File: config.mk
export PLATFORM = sky130hd
export DESIGN_NAME = csr_unit
export DESIGN_NICKNAME = d
export VERILOG_FILES = /design/src/rtl/csr_unit.sv
export SDC_FILE = /design/constraint.sdc
export NUM_CORES = 1
export LEC_CHECK = 0
export CORE_MARGIN = 8
export CORE_UTILIZATION = 65
export DETAILED_ROUTE_END_ITERATION = 12
export DONT_BUFFER_PORTS = 1
export MAX_ROUTING_LAYER = met4
export PLACE_DENSITY = 0.88
export SLEW_MARGIN = 10
export SYNTH_ARGS = -nofsm -noshare
export SYNTH_HDL_FRONTEND = slang
export SYNTH_SLANG_ARGS = --single-unit
File: constraint.sdc
create_clock -name clk -period 4.4 [get_ports clk]
set_input_delay 0.66 -clock clk [delete_from_list [all_inputs] [get_ports clk]]
set_output_delay 0.66 -clock clk [all_outputs]
set_load 0.05 [all_outputs]
File: src/rtl/csr_unit.sv
// ============================================================================
// csr_unit : machine-mode CSR responder (CSRRW/RS/RC and immediate forms).
// Optional 64-bit cycle/instret counters are built when CSR_COUNTERS_EN is defined.
// Revision : 1.0
// ============================================================================
`default_nettype none

module csr_unit #(
  parameter logic [11:0] TOHOST_ADDR = 12'h51E,
  parameter logic [31:0] TOHOST_RST  = 32'h0
) (
  input  logic        clk,
  input  logic        rst,
  input  logic        csr_we,
  input  logic        csr_sel,
  input  logic [2:0]  funct3,
  input  logic [11:0] csr_addr,
  input  logic [4:0]  src_idx,
  input  logic [31:0] rs1_data,
  input  logic        stall,
  input  logic        retire,
  output logic [31:0] csr_rdata,
  output logic [31:0] tohost,
  output logic        tohost_valid,
  output logic        illegal_csr
);

  localparam logic [1:0] OP_ILL = 2'b00;
  localparam logic [1:0] OP_RW  = 2'b01;
  localparam logic [1:0] OP_RS  = 2'b10;

  logic [1:0]  op;
  logic [31:0] src;
  logic        write_attempt;
  logic        hit_tohost;
  logic        ro_hit;
  logic [31:0] ro_val;
  logic        mapped;
  logic [31:0] old_val;
  logic [31:0] new_val;
  logic        tohost_commit;
  logic [31:0] tohost_reg;
  logic        valid_reg;
  logic        unused_bits;

  assign op  = funct3[1:0];
  assign src = csr_sel ? rs1_data : {27'b0, src_idx};

  // RS/RC with a zero source index is a pure read and never a write attempt.
  assign write_attempt = (op == OP_RW) || (op[1] && (src_idx != 5'd0));

  assign hit_tohost = (csr_addr == TOHOST_ADDR);
  assign mapped     = hit_tohost || ro_hit;

  assign illegal_csr = csr_we && (!mapped || (op == OP_ILL) || (ro_hit && write_attempt));

  assign old_val   = hit_tohost ? tohost_reg : ro_val;
  assign csr_rdata = (csr_we && !illegal_csr) ? old_val : 32'h0;

  always_comb begin
    new_val = src;
    if (op == OP_RS)
      new_val = old_val | src;
    else if (op == 2'b11)
      new_val = old_val & ~src;
  end

  assign tohost_commit = csr_we && !stall && hit_tohost && !illegal_csr && write_attempt;

  always_ff @(posedge clk) begin
    if (!rst) begin
      tohost_reg <= TOHOST_RST;
      valid_reg  <= 1'b0;
    end else begin
      valid_reg <= tohost_commit;
      if (tohost_commit)
        tohost_reg <= new_val;
    end
  end

  assign tohost       = tohost_reg;
  assign tohost_valid = valid_reg;

`ifdef CSR_COUNTERS_EN
  localparam logic [11:0] ADDR_CYCLE    = 12'hC00;
  localparam logic [11:0] ADDR_CYCLEH   = 12'hC80;
  localparam logic [11:0] ADDR_INSTRET  = 12'hC02;
  localparam logic [11:0] ADDR_INSTRETH = 12'hC82;

  logic [63:0] cycle_cnt;
  logic [63:0] instret_cnt;

  // cycle ignores stall; instret only counts unstalled retirements.
  always_ff @(posedge clk) begin
    if (!rst) begin
      cycle_cnt   <= 64'd0;
      instret_cnt <= 64'd0;
    end else begin
      cycle_cnt <= cycle_cnt + 64'd1;
      if (retire && !stall)
        instret_cnt <= instret_cnt + 64'd1;
    end
  end

  always_comb begin
    ro_hit = 1'b1;
    ro_val = 32'h0;
    case (csr_addr)
      ADDR_CYCLE:    ro_val = cycle_cnt[31:0];
      ADDR_CYCLEH:   ro_val = cycle_cnt[63:32];
      ADDR_INSTRET:  ro_val = instret_cnt[31:0];
      ADDR_INSTRETH: ro_val = instret_cnt[63:32];
      default:       ro_hit = 1'b0;
    endcase
  end
`else
  assign ro_hit = 1'b0;
  assign ro_val = 32'h0;
`endif

  assign unused_bits = ^{funct3[2], retire};

endmodule

`default_nettype wire
# Word-level counts from Yosys, hierarchy flattened
# Cells that the tools add are included.
# classes
eq_ne,4
muxes,5
n_bitwise,3
n_reduce_logical,14
# op_table
operator,n
$mux W32,5
$and A32 B32 Y32,1
$not A32 Y32,1
$or A32 B32 Y32,1
$eq A12 B11 Y1 const B,1
$logic_and A1 B1 Y1,7
$reduce_bool A5 Y1,1
$eq A2 B2 Y1 const B,2
$logic_not A1 Y1,3
$eq A2 B1 Y1 const B,1
$logic_not A2 Y1,1
$logic_or A1 B1 Y1,2
# word_totals
reg_bits,33
input_bits,58
out_inout_bits,66
elab_cells,28

# Depth between registers and ports, before layout
# Gate-level depths: netlist of the first run.
# depth
ltp_word,7
depth_mapped,6
ltp_nobuf,4

# Worst setup path after synthesis of the first run
# No wires, ideal clock.
# synth_path
path_type,in2out
start,in csr_addr[7]
end,out csr_rdata[10]
arrival_ps,2602
required_time_ps,3740
path_slack_ps,1138
stages,5
path_buffers,1
cell_sequence,or4b_1 -> or4_1 -> nor2_1 -> clkbuf_1 -> and2_1
# synth_between
elab_chain_cells,7
elab_cells_between_ends,8
classes_between,1 x eq/ne; 2 x mux; 5 x reduce/logical
# synth_lines
item,line,rtl
from (decl),17,"input logic [11:0] csr_addr,"
$eq A12 B11 Y1 (*),52,assign hit_tohost = (csr_addr == TOHOST_ADDR);
$logic_not A1 Y1,55,assign illegal_csr = csr_we && (!mapped || (op == OP_ILL) || (ro_hit && write_attempt));
$logic_or A1 B1 Y1,55,
$logic_and A1 B1 Y1,55,
$logic_not A1 Y1,58,assign csr_rdata = (csr_we && !illegal_csr) ? old_val : 32'h0;
$logic_and A1 B1 Y1,58,
$mux W32 (*),58,
to (decl),22,"output logic [31:0] csr_rdata,"
# Every way passes the cells marked *; elsewhere a longest branch is shown, timed or not.

# Final worst setup path of the first run
# layout_path
start,in csr_addr[7]
end,out csr_rdata[31]
# The elaborated chain is that of the path after synthesis.

==> results of run 1 <==
## synthesized netlist by cell type
library cell	instances
a211o_4	1
or4_1	2
buf_2	1
dfxtp_1	33
o311ai_0	1
nand4bb_1	1
nor4_1	1
nand4b_1	1
nand2_1	59
or4b_2	1
and2_1	33
o32ai_1	2
a211oi_1	32
nor3_1	1
o31ai_1	1
or4b_1	1
clkbuf_1	23
nor2_1	2
inv_1	4
mux2i_1	5
o21ai_0	1
buf_6	3
o32ai_2	30
## cell type report
cell class	count	area, sq um	area share, %
inverters	4	15.0	0.620
clock inverters	3	17.5	0.723
repair buffers	37	278	11.5
flip-flops and latches	33	661	27.3
well taps	46	57.6	2.38
multi-input cells	175	1360	56.0
clock buffers	5	37.5	1.55
## power by group through the flow
| stage | Combinational, uW | Sequential [uW] | Clock [uW] |
|---|---|---|---|
| 2_1_floorplan | 37.9 | 305 | 0 |
| 3_3_place_gp | 36.5 | 305 | 0 |
| 3_5_place_dp | 37.2 | 305 | 0 |
| 4_1_cts | 37.5 | 299 | 177 |
| 5_1_grt | 40.7 | 299 | 189 |
| 6_report | 37.5 | 299 | 172 |
## stage by stage
step | std cells | cell area, sq um | power (uW) | setup slack, ns
5_1_grt | 303 | 2420 | 528 | 1.03
3_3_place_gp | 295 | 2370 | 342 | 1.16
3_5_place_dp | 295 | 2370 | 343 | 1.15
6_report | 303 | 2420 | 508 | 1.13
4_1_cts | 303 | 2420 | 513 | 1.13
2_1_floorplan | 239 | 2140 | 343 | 1.14
## worst reg2reg max path, delay by kind of cell (launching register included)
family / cells / cell delay [ns]
DFF: 1 / 0.69
and+or+nand+nor: 1 / 0.14
AOI/OAI and AO/OA: 1 / 0.13
## how the worst max path moves through the flow
stage	endpoint	slack (ns)	cells after the start
CTS	csr_rdata[9]	1.13	6
floorplan	csr_rdata[10]	1.14	5
finish	csr_rdata[31]	1.13	6
global route	csr_rdata[9]	1.03	6
global placement	csr_rdata[31]	1.16	6
detailed placement	csr_rdata[9]	1.15	6
## cell families (layout without fill, tap and decap cells)
kind of cell | count (synthesis) | after routing
AOI/OAI and AO/OA | 68 | 68
buffers and inverters | 31 | 49
DFF | 33 | 33
muxes | 5 | 5
and+or+nand+nor | 102 | 102
## layer usage
metal / routed length (microns) / vias to the layer above / track usage, %
li1: - / 921 / -
met1: 2350 / 944 / 23.8
met2: 3120 / 96 / 38.6
met3: 585 / 12 / 8.73
met4: 117 / 0 / 8.43
met5: 0 / - / -
==> results.toml, run 1 <==
[timing]
report.final.setup_viol = 0
final_period_minus_worst_setup_slack_ns = 3.27
hold-worst-slack_ns = 0.464
fmax_mhz = 306
finalClockSkew_ns = 0
rsz0062_at_grt = "false"
timing.setup.tns_ns = 0
final-max-slew-violation-count = 0
timing.slew.headroom_pct = 62.0
worst_slew_pin_slew_ns = 0.569
period_share_pct = 74.2
finalHoldViolations = 0

[routing]
drt-pass1-iter-count = 4
drc_markers = 0
remaining_antenna_violation_count_after_routing = 0
initial_detailed_routing_violation_count = 148
wl_mm = 6.17
detail_route.wl_per_cell_microns = 20.4
vias = 1973
vias_per_cell = 6.51

[floorplan]
die_span_y_microns = 73.3
fp.dieArea_sq_mm = 0.00538
die-width_microns = 73.3
design.core.area_sq_mm = 0.00326
io_pins = 124
initial_core_util_pct = 65.6
placement_rows = 21

[worst_hold_path]
worst_hold_path.num_cells = 2
hold_path_class = "in2reg"
hold_start = "rst"
hold_end = "tohost[5]$_SDFFE_PN0P_"

[clock_tree]
post_cts_resized = 0
cts.repair_timing.setup_buffer_count = 0
tritoncts = "done"
holdBufCountCts = 0
clk_sink_count = 33
worst_setup_hold_path_clk_slew_ns = 0.11
clock_tree.htree_level_count = 2
worstSkewPairLatency_ns = 0.33
clock_tree.root_cell = "clkbuf_4"
cts_inserted_buffers = 5
clockBufferDepth = 2

[setup_path]
worst-path-buf-inv = 2
start_kind = "input port"
crit_path_max_fanout = 32
worstSetupStartpoint = "csr_addr[7]"
r2r_cells = 2
timing_worst_setup_path_type = "in2out"
cp.arrival_ns = 2.61
r2r_setup_slk_ns = 3.36
critPathMaxStageDelay_ns = 0.58
crit-reg2reg-capture = "tohost[22]$_SDFFE_PN0P_"
crit-reg2reg-launch = "tohost[22]$_SDFFE_PN0P_"
critPathRequiredTime_ns = 3.74
critical_path.cell_chain = "or4b_1, or4_1, nor2_1, buf_4, and2_1, buf_4"
timing.critical_path.slowest_stage_cell = "or4b_1"
crit_family = "simple AND/OR/NAND/NOR gates"
critical_path.endpoint_type = "output port"
crit_path_frequent_cell = "buf_4"

[power_and_ir_drop]
irDropWorstVdd_mv = 0.177
seqPwrFrac_pct = 58.8
power.leakage_uw = 0.000865
combPwrFrac_pct = 7.4
internal_power_uw = 368
pwr_density_cell_mw_per_mm2 = 210
p_clk_share_pct = 33.8
p_switching_uw = 140
power.switching_fraction_pct = 27.5

[synth]
syn_avg_cell_area_sq_um = 8.94
synth_compound_gate_area_share_pct = 36.7
syn_inst = 239
synth.yosys.warnings = 0
synth_top_family_by_area = "compound AO/OA/AOI/OAI gates"
synthesis.nets = 297
netlist.area_leader.share_pct = 30.9
synth.area.top_cells = "dfxtp_1 (31%), o32ai_2 (23%), a211oi_1 (11%)"
syn-cell-area_sq_mm = 0.00214
synth_sequential_area_ratio_pct = 30.9
postSynthRegisterBits = 33
multiplexer_area_fraction_after_synthesis_pct = 2.34
ys_types = 23
synth_simple_gate_area_share_pct = 23.5
synth_xor_xnor_area_share_pct = 0
post_synth_fa_ha_maj_area_fraction_pct = 0
synth.largest_area_cell = "dfxtp_1"

[finish]
final_common_cell = "nand2_1"
mostFrequentLayoutCells = "nand2_1 (59), buf_4 (37), and2_1 (33), dfxtp_1 (33), a211oi_1 (32)"
final_net_count = 314
n_antenna_cell = 0
filler_cell_count = 260
area_growth_syn_to_layout_pct = 13.3
largest_register_ff_count = 32
final_layout_size_suffix_gt1_share_pct = 30.7
final_core_util_pct = 74.3

[job]
max_capacitance_violation_total = 0

[outcome]
status = "finished clean"

[global_route]
maximum_number_of_pins_on_one_net_before_global_route_repair = 34
grt_first_pass_wirelength_mm = 9.66
grt_overflow = 0
global_route.usage.total_pct = 22.9
grt_antenna_before_repair = 0
via_count_of_the_first_global_routing_pass = 2023

[placement]
port_buffers = 0
routabilityCongestion = 0.756
place.detailed.hpwl_mm = 4.25
No activity file was read; power rests on OpenSTA's default activity.
==> run 2: changes to the inputs <==
- CORE_UTILIZATION: 65 -> 63
- PLACE_DENSITY: 0.88 -> 0.86
- clock period: 4.4 -> 3.1 ns (I/O delays scaled with it)
==> results.toml, run 2 (synthesis gave the netlist of run 1 again) <==
[outcome]
status = "finished clean"

[setup_path]
crit-reg2reg-launch = "tohost[24]$_SDFFE_PN0P_"
critPathRequiredTime_ns = 2.63
timing_worst_setup_path_type = "in2out"
start_kind = "input port"
r2r_setup_slk_ns = 2.05
cp.arrival_ns = 2.52
critical_path.endpoint_type = "output port"
crit_path_max_fanout = 32
r2r_cells = 2
crit-reg2reg-capture = "tohost[24]$_SDFFE_PN0P_"

[global_route]
grt_antenna_before_repair = 0
gr-usage-met2_pct = 44.5
grt_overflow = 0
grt_first_pass_wirelength_mm = 10.7
via_count_of_the_first_global_routing_pass = 2102
groute.layer.met1.usage_pct = 26.3
grt_most_used_layer = "met2"
maximum_number_of_pins_on_one_net_before_global_route_repair = 34
met3_usage_pct = 7.14
global_route.usage.total_pct = 25.3

[timing]
timing.setup.tns_ns = 0
fmax_mhz = 336
finalHoldViolations = 0
worst_slew_pin_slew_ns = 0.569
hold-worst-slack_ns = 0.290
rsz0062_at_grt = "false"
timing.slew.headroom_pct = 62.0
period_share_pct = 96.1
final_period_minus_worst_setup_slack_ns = 2.98
final-max-slew-violation-count = 0
finalClockSkew_ns = 0
report.final.setup_viol = 0

[clock_tree]
tritoncts = "done"
holdBufCountCts = 0
worst_setup_hold_path_clk_slew_ns = 0.10
clockBufferDepth = 2
worstSkewPairLatency_ns = 0.33
cts_inserted_buffers = 5
cts.repair_timing.setup_buffer_count = 0
clock_tree.htree_level_count = 2
clock_tree.root_cell = "clkbuf_4"
clk_sink_count = 33
post_cts_resized = 0

[routing]
wl_mm = 7.05
drt-pass1-iter-count = 5
vias = 2097
remaining_antenna_violation_count_after_routing = 0
vias_per_cell = 6.90
detail_route.wl_per_cell_microns = 23.2
initial_detailed_routing_violation_count = 225
drc_markers = 0

[floorplan]
fp.dieArea_sq_mm = 0.00551
io_pins = 124
die-width_microns = 74.2
die_span_y_microns = 74.2
placement_rows = 21
design.core.area_sq_mm = 0.00331
initial_core_util_pct = 64.6

[placement]
place.detailed.hpwl_mm = 5.11
port_buffers = 0
routabilityCongestion = 0.769

[power_and_ir_drop]
power.leakage_uw = 0.000956
power_uw = 711
pwr_density_cell_mw_per_mm2 = 251
irDropWorstVdd_mv = 0.222

[finish]
final_core_util_pct = 85.4
mostFrequentLayoutCells = "nand2_1 (59), and2_1 (33), dfxtp_1 (33)"
n_antenna_cell = 0
filler_cell_count = 186
final_net_count = 315
final_common_cell = "nand2_1"
area_growth_syn_to_layout_pct = 32.3
final_layout_size_suffix_gt1_share_pct = 30.6
largest_register_ff_count = 32

[job]
max_capacitance_violation_total = 0

[worst_hold_path]
hold_path_class = "in2reg"
hold_start = "rst"
worst_hold_path.num_cells = 2
hold_end = "tohost[25]$_SDFFE_PN0P_"
run 2: changes by cell type in the layout (fill, tap and decap cells not counted):
cell,previous run,this run
clkbuf_1,0,1
clkinvlp_4,1,0
buf_4,37,6
buf_12,0,32
run 2: routing by layer:
layer  vias to the layer above  share of wire [%]
li1                        917                  -
met1                      1042                 37
met2                       123                 52
met3                        15                9.2
met4                         0                1.9
met5                         -                  0
run 2: worst max-delay path, cell delays in order:
cell and delay (ns):
or4b_1 0.60, or4_1 0.61, nor2_1 0.13, buf_4 0.30, and2_1 0.25, buf_12 0.16
run 2: how the worst max path moves through the flow:
stage | slack, ns | endpoint | depth (start not counted) | start
final | 0.12 | csr_rdata[1] | 6 | csr_addr[7]
after global routing | 0.08 | csr_rdata[25] | 6 | csr_addr[7]
after CTS | 0.15 | csr_rdata[25] | 6 | csr_addr[7]
after detailed placement | 0.15 | csr_rdata[1] | 6 | csr_addr[7]
after global placement | 0.29 | csr_rdata[25] | 6 | csr_addr[7]
after floorplan | 0.23 | csr_rdata[10] | 5 | csr_addr[7]
run 2: final cells by class:
| class | instances | area, sq um | area share (%) |
|---|---|---|---|
| Sequential cell | 33 | 661 | 23.4 |
| Tap cell | 46 | 57.6 | 2.04 |
| Clock buffer | 6 | 41.3 | 1.46 |
| Timing Repair Buffer | 38 | 686 | 24.3 |
| Multi-Input combinational cell | 175 | 1360 | 48.0 |
| Clock inverter | 2 | 10.0 | 0.354 |
| Inverter | 4 | 15.0 | 0.531 |
run 2: through the flow:
step | cells | setup WS, ns | area [sq um]
after floorplan | 239 | 0.228 | 2140
after global placement | 296 | 0.288 | 2780
after detailed placement | 296 | 0.150 | 2780
after CTS | 304 | 0.148 | 2830
after global routing | 304 | 0.0844 | 2830
final | 304 | 0.120 | 2830
run 2: report_power, final:
| part | internal, uW | switching (uW) |
|---|---|---|
| clock network | 86.4 | 144 |
| registers | 424 | 0.0388 |
| logic | 14.1 | 42.3 |
